**src/rtl/bitstream_decoder.sv**
```systemverilog
// Stochastic-to-binary converter: counts ones on NUM_CH bitstreams over a
// WINDOW-cycle window and presents each count (unipolar or bipolar) via valid/ready.
module bitstream_decoder #(
  parameter int WINDOW  = 512,
  parameter int NUM_CH  = 4,
  parameter int BIPOLAR = 0
) (
  input  logic                                      clk,
  input  logic                                      n_rst,
  input  logic                                      start,
  input  logic [NUM_CH-1:0]                         bits,
  output logic                                      busy,
  output logic                                      out_valid,
  input  logic                                      out_ready,
  output logic [NUM_CH*($clog2(WINDOW)+2)-1:0]      value
);

  // state | meaning
  // IDLE  | waiting for start, bits ignored
  // ACCUM | sampling one bit per channel per cycle for WINDOW cycles
  // HOLD  | result presented, waiting for out_ready
  localparam logic [1:0] IDLE  = 2'd0;
  localparam logic [1:0] ACCUM = 2'd1;
  localparam logic [1:0] HOLD  = 2'd2;

  localparam int CW = $clog2(WINDOW);
  localparam int VW = CW + 2;

  logic [1:0]    state;
  logic [CW-1:0] sample_cnt;
  logic [CW:0]   ones      [NUM_CH];
  logic [CW:0]   ones_next [NUM_CH];
  logic [NUM_CH*VW-1:0] value_next;
  logic          last_sample;

  assign last_sample = (sample_cnt == CW'(WINDOW - 1));

  // ones_next includes the bit taken on this edge so the final sample is counted
  always_comb begin
    value_next = '0;
    for (int k = 0; k < NUM_CH; k++) begin
      ones_next[k] = ones[k] + {{CW{1'b0}}, bits[k]};
      if (BIPOLAR != 0)
        value_next[k*VW +: VW] = ({1'b0, ones_next[k]} << 1) - VW'(WINDOW);
      else
        value_next[k*VW +: VW] = {1'b0, ones_next[k]};
    end
  end

  always_ff @(posedge clk or negedge n_rst) begin
    if (!n_rst) begin
      state      <= IDLE;
      sample_cnt <= '0;
      value      <= '0;
      for (int k = 0; k < NUM_CH; k++) ones[k] <= '0;
    end else begin
      case (state)
        IDLE: begin
          if (start) begin
            state      <= ACCUM;
            sample_cnt <= '0;
            for (int k = 0; k < NUM_CH; k++) ones[k] <= '0;
          end
        end
        ACCUM: begin
          sample_cnt <= sample_cnt + 1'b1;
          for (int k = 0; k < NUM_CH; k++) ones[k] <= ones_next[k];
          if (last_sample) begin
            value <= value_next;
            state <= HOLD;
          end
        end
        HOLD: begin
          if (out_ready) begin
            if (start) begin
              state      <= ACCUM;
              sample_cnt <= '0;
              for (int k = 0; k < NUM_CH; k++) ones[k] <= '0;
            end else begin
              state <= IDLE;
            end
          end
        end
        default: state <= IDLE;
      endcase
    end
  end

  assign busy      = (state == ACCUM);
  assign out_valid = (state == HOLD);

endmodule
```
**config.mk**
```make
export PLATFORM = sky130hd
export DESIGN_NAME = bitstream_decoder
export DESIGN_NICKNAME = d
export VERILOG_FILES = /design/src/rtl/bitstream_decoder.sv
export SDC_FILE = /design/constraint.sdc
export NUM_CORES = 1
export LEC_CHECK = 0
export CAP_MARGIN = 5
export CORE_MARGIN = 10
export CORE_UTILIZATION = 50
export CTS_CLUSTER_DIAMETER = 200
export DETAILED_ROUTE_END_ITERATION = 8
export GPL_TIMING_DRIVEN = 0
export PLACE_DENSITY = 0.75
export SLEW_MARGIN = 20
export SYNTH_ARGS = -nofsm -noshare
export SYNTH_HDL_FRONTEND = slang
export SYNTH_SLANG_ARGS = --single-unit
```
**constraint.sdc**
```tcl
create_clock -name clk -period 2.3 [get_ports clk]
set_clock_uncertainty 0.15 [all_clocks]
set_input_delay 0.46 -clock clk [delete_from_list [all_inputs] [get_ports clk]]
set_output_delay 0.46 -clock clk [all_outputs]
set_load 0.005 [all_outputs]
```
## Word level (Yosys, flattened, before mapping)

Index checks and enable logic that the tools add are counted.

- Add/subtract/negate cells: 5
- Eq/ne operators: 6
- Multiplexer cells: 11
- Reductions and logical operators: 5

Operators with widths:

| kind | count |
|---|---|
| $pmux W40 S3 | 1 |
| $mux W40 | 2 |
| $add A10 B1 Y10 | 4 |
| $pmux W9 S3 | 1 |
| $mux W9 | 2 |
| $add A9 B1 Y9 const B | 1 |
| $eq A9 B9 Y1 const B | 1 |
| $mux W2 | 3 |
| $pmux W2 S3 | 1 |
| $ne A2 B1 Y1 const B | 2 |
| $reduce_and A2 Y1 | 2 |
| $reduce_and A3 Y1 | 1 |
| $reduce_bool A3 Y1 | 1 |
| $eq A2 B1 Y1 const B | 1 |
| $eq A2 B2 Y1 const B | 1 |
| $logic_not A2 Y1 | 1 |
| $ne A2 B2 Y1 const B | 1 |
| $mux W1 | 1 |

- Flip-flop bits (word level): 91
- Output and inout bits: 46

## Logic depth before layout (Yosys ltp)

Gate-level depths: netlist of the first run.

- Depth after elaboration: 3
- Depth in mapped cells: 8
- Mapped depth without buffers: 7

## Worst setup path before layout of the first run

OpenSTA, ideal clock, no wires.

- Path type: flip-flop to flip-flop
- Start point: reg sample_cnt[0]
- End point: reg value[11]
- Arrival: 1632 ps
- Data required time: 2025 ps
- Slack: 394 ps
- Stages on the path, launching flop included: 8
- Path buffers: 1
- Path through: dfrtp_1 ha_1 nand3_1 nor3_1 ha_1 nand2_4 buf_2 mux2_2

- Word-level cells in the longest chain between the ends: 2

RTL lines:

| item | RTL line | RTL |
|---|---|---|
| from (decl) | 30 | `logic [CW-1:0] sample_cnt;` |
| from (signal assigned) | 66 | `sample_cnt <= sample_cnt + 1'b1;` |
| $eq A9 B9 Y1 | 36 | `assign last_sample = (sample_cnt == CW'(WINDOW - 1));` |
| $reduce_and A2 Y1 (no source line) | - |  |
| to (signal assigned) | 69 | `value <= value_next;` |
| to (decl) | 15 | `output logic [NUM_CH*($clog2(WINDOW)+2)-1:0] value` |

Every way passes these cells.
A chain may end at the register's enable or synchronous reset.

## Final worst setup path of the first run

- Start point: reg sample_cnt[1]
- End point: reg value[12]

Same word-level chain as after synthesis.

==> results.toml, run 1 <==
[timing]
slew_headroom_pct = 59.2
period_minus_slack_ps = 2190
fmax_ghz = 0.457
setup-violations-final = 0
hold_violations = 0
setup_ws_ps = 112
post-route-period-util_pct = 95.1
slew_violations = 0
worst_pin_slew_ps = 612
setup_tns_ps = 0

[clocking]
cts_inserted_buffers = 9
htreeDepth = 3
cts.sinks = 91
worstSkewPairLatency_ps = 350
path_clk_slew_ps = 90
cts-root-buf = "clkbuf_8"
cts_tree = "built"
clockBufferDepth = 2

[cells_and_area]
drive_above_1_share_pct = 10.8
final_cells = 625
antenna_cells = 0
final_cell_mix = "dfrtp_1, o21ai_0, nand2_1"
utilization_pct = 61.5
final_net_count = 530
final_area_mm2 = 0.00531
fillerInstances = 722
layout_commonest_cell = "dfrtp_1"
area.growth.synth_to_final_pct = 20.8

[worst_setup_path]
worstPathRequired_ps = 2390
worstSetupPathType = "flop to flop"
endpoint_kind = "flop"
arrival_ps = 2280
critPathBufInv = 1
ff2ff_path_depth = 7
crit_path_start_kind = "flop"
cp_max_fo = 10
worstSetupPathDepth = 7
slowest_delay_ps = 410
crit_family = "simple AND/OR/NAND/NOR gates"
cp_slowest_cell = "dfrtp_1"
crit_chain = "ha_1 > nand3_1 > nor3_2 > ha_2 > nand2_4 > clkbuf_4 > mux2_2"

[global_route]
grt_pass1_wl_um = 18000
grt_overflow = 0
grt_start_max_net_pins = 59
grt_usage_pct = 16.8
grt_pass1_vias = 3623
antenna_found_initial = 0

[synth]
ys_warn_count = 0
syn-cell-area_mm2 = 0.00439
synthCells = 445
synth_enable_flop_cells = 0
ys_seq_area_share_pct = 51.8
async_flop_share_pct = 100
synth_seq_cells = 91
yosysUniqueCellTypes = 43
synth_area_per_cell_um2 = 9.87
yosys_most_used_dff = "dfrtp_1"

[place]
placed_area_mm2 = 0.00506
gp_congestion = 0.862
place_ws_ps = -205
dpl.cell_count = 606
dp_hpwl_um = 7300
port_buffers = 49

[drt]
vias = 3583
wire_per_inst_um = 16.8
wirelength_um = 10500
detail-route-antenna-nets = 0
vias_per_cell = 5.73
drc_errors = 0
drt_iter0_markers = 204
first_pass_iters = 5

[worst_hold_path]
worstHoldPathCells = 2
hold_path.class = "flop to flop"

[power]
vdd_drop_max_uv = 501
p_per_area_mw_per_mm2 = 759
p_clk_share_pct = 27.0
swShare_pct = 31.5
p_switching_uw = 1270
p_seq_share_pct = 50.5
comb_power_share_pct = 22.5
p_int_uw = 2760
leakage_uw = 0.00237

[run_status]
status = "finished, final reports clean"

[floorplanning]
coreArea_mm2 = 0.00864
dieWidth_um = 114
rows = 34
dieArea_mm2 = 0.0129
io_pins = 54
fp.dieH_um = 114
initial_core_util_pct = 50.9

[run]
drv_cap = 0
power by group through the flow:
| stage | sequential [uW] | clock (uW) | combinational (uW) |
|---|---|---|---|
| 4_1_cts | 2030 | 1100 | 888 |
| 2_1_floorplan | 2010 | 0 | 645 |
| 5_1_grt | 2070 | 1170 | 1030 |
| 3_3_place_gp | 2050 | 0 | 820 |
| 6_report | 2040 | 1090 | 908 |
| 3_5_place_dp | 2060 | 0 | 865 |
per-layer routing:
layer | up-vias | track usage (%) | share of wire, %
li1 | 1691 | - | -
met1 | 1777 | 21.4 | 44
met2 | 94 | 27.6 | 50
met3 | 21 | 3.20 | 4.6
met4 | 0 | 6.43 | 2.0
met5 | - | 0 | 0
tightest hold or removal path: stages, from the launching register on:
cell and delay [ps]:
dfrtp_1 350, nand2_1 40, o21ai_0 60
what timing repair did:
action | 4_1_cts | 5_1_grt
setup endpoints to repair | 1 | 38
hold buffers | 1 | 0
hold endpoints to repair | 33 | 0
setup buffers | 2 | 1
gates resized for setup | 7 | 5
state kept, by name, summed over array words and instances, names as in the netlist:
name / flops
ones: 40
sample_cnt: 9
state: 2
value: 40
Yosys cell counts, types with 3 or more instances:
cell / count / area (um^2)
nor2_1: 23 / 86.3
and4_1: 3 / 26.3
nand3_1: 22 / 110
buf_2: 9 / 45.0
a31oi_1: 8 / 50.1
or3_1: 5 / 31.3
ha_1: 10 / 125
nand4_1: 5 / 31.3
o31ai_1: 3 / 22.5
nor4_1: 3 / 18.8
mux2_2: 8 / 90.1
clkbuf_1: 13 / 48.8
a21oi_1: 13 / 65.1
nand2_1: 58 / 218
buf_4: 6 / 45.0
xor2_1: 11 / 96.3
nor3_1: 4 / 20.0
and3_1: 5 / 31.3
a22o_1: 15 / 131
dfrtp_1: 91 / 2280
o22ai_1: 5 / 31.3
o21ai_0: 64 / 320
a211oi_1: 3 / 22.5
xnor2_1: 25 / 219
a21o_1: 4 / 30.0
inv_1: 8 / 30.0
area by class of cell:
class                   instances  area (um^2)  share of cell area [%]
plain buffers                  30          163                    3.06
clock buffers                  11          141                    2.66
clock inverters                 5         52.6                   0.990
inverters                       9         41.3                   0.778
multi-input cells             317         1950                    36.7
flip-flops and latches         91         2280                    42.9
well taps                     108          135                    2.55
repair buffers                 54          551                    10.4
cell families after synthesis:
logic type      synth area share [%]
simple gates                    15.7
mux                             2.05
flops                           51.8
fa+ha+maj                       2.85
other cells                   0.0854
buf+inv                         4.24
xor+xnor                        7.18
compound gates                  16.1
path summary, 6_finish.rpt:
kind                          startpoint         to  slack (ps)
hold / removal                 value[18]  value[18]         330
min in group asynchronous          n_rst  value[24]         400
setup / recovery           sample_cnt[1]  value[12]         110
max in group asynchronous          n_rst    ones[7]        1000
setup reg to reg           sample_cnt[1]  value[12]         110
hold reg to reg                value[18]  value[18]         330
metrics by stage:
step	power [uW]	hold WS, ps
CTS	4020	340
global route	4270	361
detailed placement	2920	222
global placement	2870	315
floorplan	2650	14.4
finish	4030	332
No activity file was read; power rests on OpenSTA's default activity.
==> inputs of run 2 (changes only) <==
- clock period: 2.3 -> 2.05 ns (I/O delays scaled with it)
==> run 2 against run 1 <==
Against the previous run: routed wire length rose by 0.81%; via count is essentially flat; final area up 0.68%; sequential share of layout area is 0.29 points lower; sequential power up 12%; die area unchanged; global-route usage is 0.16 points higher; setup slack worse by 25 ps; combinational power grew 16%; critical path type unchanged.
==> results.toml, run 2 (synthesis results as in run 1) <==
[power]
p_switching_uw = 1440
p_clk_share_pct = 26.8
swShare_pct = 31.6
p_int_uw = 3120
leakage_uw = 0.00239
comb_power_share_pct = 23.1
p_per_area_mw_per_mm2 = 852
vdd_drop_max_uv = 555
p_seq_share_pct = 50.1

[floorplanning]
rows = 34
coreArea_mm2 = 0.00864
dieArea_mm2 = 0.0129
fp.dieH_um = 114
io_pins = 54
dieWidth_um = 114
initial_core_util_pct = 50.9

[cells_and_area]
layout_commonest_cell = "dfrtp_1"
antenna_cells = 0
final_net_count = 531
drive_above_1_share_pct = 13.1
area.growth.synth_to_final_pct = 21.7
reg.largest.list = "ones (40), value (40), sample_cnt (9)"
final_cell_mix = "dfrtp_1, o21ai_0, nand2_1"
utilization_pct = 61.9

[global_route]
grt_start_max_net_pins = 59
grt_pass1_wl_um = 18200
globalRouteMet2Util_pct = 27.7
grt_overflow = 0
met1_usage_pct = 21.5
grt_pass1_vias = 3652
busiest_layer = "met2"
grtUsageMet3_pct = 3.41
antenna_found_initial = 0
grt_usage_pct = 17.0

[clocking]
htreeDepth = 3
cts.sinks = 91
path_clk_slew_ps = 90
cts_tree = "built"
cts_inserted_buffers = 9
worstSkewPairLatency_ps = 350
cts-root-buf = "clkbuf_8"
clockBufferDepth = 2

[drt]
detail-route-antenna-nets = 0
drc_errors = 0
first_pass_iters = 5
wirelength_um = 10600
drt_iter0_markers = 216
vias = 3584
wire_per_inst_um = 16.9
vias_per_cell = 5.73

[worst_setup_path]
endpoint_kind = "flop"
worstSetupPathType = "flop to flop"
cp_max_fo = 10
crit_path_start_kind = "flop"
cp_slowest_cell = "dfrtp_1"
crit_family = "adder cells"
critPathBufInv = 1
arrival_ps = 2060
slowest_delay_ps = 390
crit_chain = "ha_1 > nand3_2 > nor3_2 > ha_2 > nand2_4 > buf_6 > mux2_2"
worstReg2RegStart = "sample_cnt[0]"
startpoint = "sample_cnt[0]"
worstPathRequired_ps = 2140

[timing]
post-route-period-util_pct = 95.8
worst_pin_slew_ps = 571
slew_violations = 0
period_minus_slack_ps = 1960
rsz0062_at_grt = "false"
slew_headroom_pct = 61.9
setup_ws_ps = 86.7
fin_hold_ws_ps = 333
fmax_ghz = 0.509
hold_violations = 0
setup-violations-final = 0

[place]
gp_congestion = 0.862
port_buffers = 49
place_ws_ps = -405
dp_hpwl_um = 7300

[worst_hold_path]
hp-start = "value[18]"
hold_path.class = "flop to flop"

[run]
drv_cap = 0

[run_status]
status = "finished, final reports clean"
[run 2: cell types whose count changed in the layout (fill, tap and decap cells not counted), moves of 2 or more]
cell / change
clkbuf_1: -5
clkbuf_2: +4
buf_4: +3
ha_1: -2
ha_2: +2
[run 2: worst register-to-register path: stages (launching register included)]
cell and delay, ps:
dfrtp_1 390, ha_1 230, nand3_2 130, nor3_2 60, ha_2 200, nand2_4 160
buf_6 190, mux2_2 350
[run 2: power groups by stage]
| stage | clock (uW) | combinational (uW) | sequential [uW] |
|---|---|---|---|
| 2_1_floorplan | 0 | 724 | 2250 |
| 3_3_place_gp | 0 | 920 | 2300 |
| 3_5_place_dp | 0 | 970 | 2310 |
| 4_1_cts | 1240 | 1050 | 2270 |
| 5_1_grt | 1310 | 1190 | 2320 |
| 6_report | 1220 | 1050 | 2280 |
[run 2: layout make-up]
| type | count | area [um^2] |
|---|---|---|
| well taps | 108 | 135 |
| multi-input cells | 317 | 1970 |
| fillers | 714 | 3290 |
| inverters | 9 | 41.3 |
| clock inverters | 5 | 52.6 |
| flip-flops and latches | 91 | 2280 |
| plain buffers | 29 | 170 |
| repair buffers | 56 | 561 |
| clock buffers | 11 | 141 |
[run 2: final timing paths]
path | to | slack [ps] | cells after the start
min | value[18] | 330 | 2
max reg2reg | value[12] | 90 | 7
min reg2reg | value[18] | 330 | 2
min in group asynchronous | value[24] | 350 | 2
max | value[12] | 90 | 7
max in group asynchronous | ones[8] | 810 | 3
[run 2: timing repair]
action | CTS | global route
setup endpoints to repair | 41 | 42
setup buffers | 4 | 1
hold buffers | 1 | 0
endpoints found under the hold margin | 33 | 0
gates resized for setup | 17 | 14
pin swaps | 0 | 2
[run 2: routing by layer]
metal / up-vias / wire length [um]
met4: 0 / 171
met5: - / 0
met3: 18 / 677
li1: 1692 / -
met1: 1756 / 4490
met2: 118 / 5260
[run 2: stage by stage]
| step | TNS (ps) | total power (uW) | cell area (um^2) | instances |
|---|---|---|---|---|
| floorplan | 0 | 2980 | 4400 | 448 |
| global placement | -270000 | 3220 | 5030 | 605 |
| detailed placement | -10460 | 3280 | 5060 | 606 |
| CTS | 0 | 4560 | 5330 | 627 |
| global route | 0 | 4820 | 5350 | 626 |
| finish | 0 | 4560 | 5350 | 626 |
==> inputs of run 3 (changes only) <==
- CTS_BUF_LIST: default -> sky130_fd_sc_hd__clkbuf_4 sky130_fd_sc_hd__clkbuf_8
==> run 3 against run 2 <==
Against the previous run: flip-flop and latch count is the same; maximum frequency shrank 0.14%; clock power about the same; routed wire length shrank 0.91%; register-to-register slack about the same; sequential power about the same; setup slack worse by 2.7 ps; via count shrank 0.92%; largest cell class unchanged; largest power group unchanged.
==> results.toml, run 3 (synthesis results as in run 1) <==
[floorplanning]
dieWidth_um = 114
fp.dieH_um = 114
rows = 34
initial_core_util_pct = 50.9
io_pins = 54
dieArea_mm2 = 0.0129
coreArea_mm2 = 0.00864

[drt]
highest-signal-layer = "met4"
wl_met3_um = 707
wire_per_inst_um = 16.8
detail-route-antenna-nets = 0
wl_met1_um = 4370
drt_iter0_markers = 230
first_pass_iters = 4
wl_met2_um = 5260
vias = 3551
drc_errors = 0
vias_per_cell = 5.67
wirelength_um = 10500

[worst_hold_path]
hold_path.class = "flop to flop"

[power]
total_power_uw = 4570
p_per_area_mw_per_mm2 = 855
vdd_drop_max_uv = 555
leakage_uw = 0.00239

[worst_setup_path]
arrival_ps = 2090
startpoint = "state[1]"
ff2ff_path_depth = 7
path_common_cell = "buf_4"
reg2reg_slack_ps = 80
cp-endpoint = "ones[15]"
worstSetupPathType = "flop to flop"
r2r_end = "ones[15]"
endpoint_kind = "flop"
crit_path_start_kind = "flop"
slowest_delay_ps = 470
crit_chain = "buf_4 > nand2b_4 > inv_8 > buf_4 > clkbuf_1 > a21oi_1 > a31oi_1"
worstReg2RegStart = "state[1]"
cp_slowest_cell = "clkbuf_1"
worstPathRequired_ps = 2170
cp_max_fo = 10

[global_route]
antenna_found_initial = 0
grt_usage_pct = 17.0
grt_pass1_wl_um = 18200
grt_pass1_vias = 3654
grt_start_max_net_pins = 59
grt_overflow = 0

[cells_and_area]
area.growth.synth_to_final_pct = 21.8
final_net_count = 531
drive_above_1_share_pct = 13.3
layout_commonest_cell = "dfrtp_1"
fillerInstances = 713
antenna_cells = 0
final_cells = 626
final_cell_mix = "dfrtp_1, o21ai_0, nand2_1"
reg.largest.list = "ones (40), value (40), sample_cnt (9)"

[timing]
slew_headroom_pct = 61.3
period_minus_slack_ps = 1970
rsz0062_at_grt = "false"
fmax_ghz = 0.509
hold_violations = 0
worst_pin_slew_ps = 580
fin_hold_ws_ps = 334
post-route-period-util_pct = 95.9
slew_violations = 0
setup-violations-final = 0

[place]
dpl.cell_count = 606
dp_hpwl_um = 7300
gp_congestion = 0.862
port_buffers = 49

[run]
drv_cap = 0

[clocking]
cts-root-buf = "clkbuf_8"
cts_inserted_buffers = 9
cts.sinks = 91
worstSkewPairLatency_ps = 360
htreeDepth = 3
cts_tree = "built"
path_clk_slew_ps = 90
clockBufferDepth = 2

[run_status]
status = "finished, final reports clean"
-- run 3: per-layer routing --
layer | global-route usage, % | vias to the layer above
met5 | 0 | -
met2 | 27.7 | 104
li1 | - | 1692
met1 | 21.5 | 1738
met4 | 6.77 | 0
met3 | 3.41 | 17
-- run 3: worst min-delay path by stage --
stage | startpoint | to | slack, ps | depth (start not counted)
detailed placement | n_rst | value[24] | 170 | 1
global placement | value[18] | value[18] | 320 | 2
finish | value[18] | value[18] | 330 | 2
CTS | value[13] | value[13] | 340 | 2
floorplan | n_rst | ones[0] | -40 | 0
global route | value[13] | value[13] | 360 | 2
-- run 3: per-stage QoR --
step / utilization (%) / area (um^2) / setup WS [ps] / TNS [ps]
after detailed placement: 58.6 / 5060 / -405 / -10460
after floorplan: - / 4400 / 144 / 0
after global routing: 61.9 / 5350 / 4.87 / 0
after CTS: 61.8 / 5340 / 2.69 / 0
final: 61.9 / 5350 / 84.0 / 0
after global placement: 58.2 / 5030 / -2880 / -270000
-- run 3: final cells by class --
type | count | area, um^2 | area share, %
flip-flops and latches | 91 | 2280 | 42.6
multi-input cells | 317 | 1970 | 36.8
repair buffers | 56 | 561 | 10.5
plain buffers | 29 | 170 | 3.18
clock buffers | 11 | 145 | 2.71
well taps | 108 | 135 | 2.53
clock inverters | 5 | 52.6 | 0.982
inverters | 9 | 41.3 | 0.772
-- run 3: worst max-delay path, delay by kind of cell, from the launching register on --
kind,cells,cell delay (ps)
buf+inv,4,860
simple gates,1,170
flops,1,370
compound gates,2,320
-- run 3: report_power, final --
part / leakage [uW] / switching, uW / internal, uW
logic: 0.00123 / 556 / 493
clock network: 0.000103 / 638 / 605
registers: 0.00106 / 248 / 2030
-- run 3: timing repair --
action	in CTS	in global routing
setup buffers	4	1
hold buffers	1	0
resized for setup	17	14
endpoints found under the setup margin	41	42
pin swaps	0	2
hold endpoints to repair	33	0
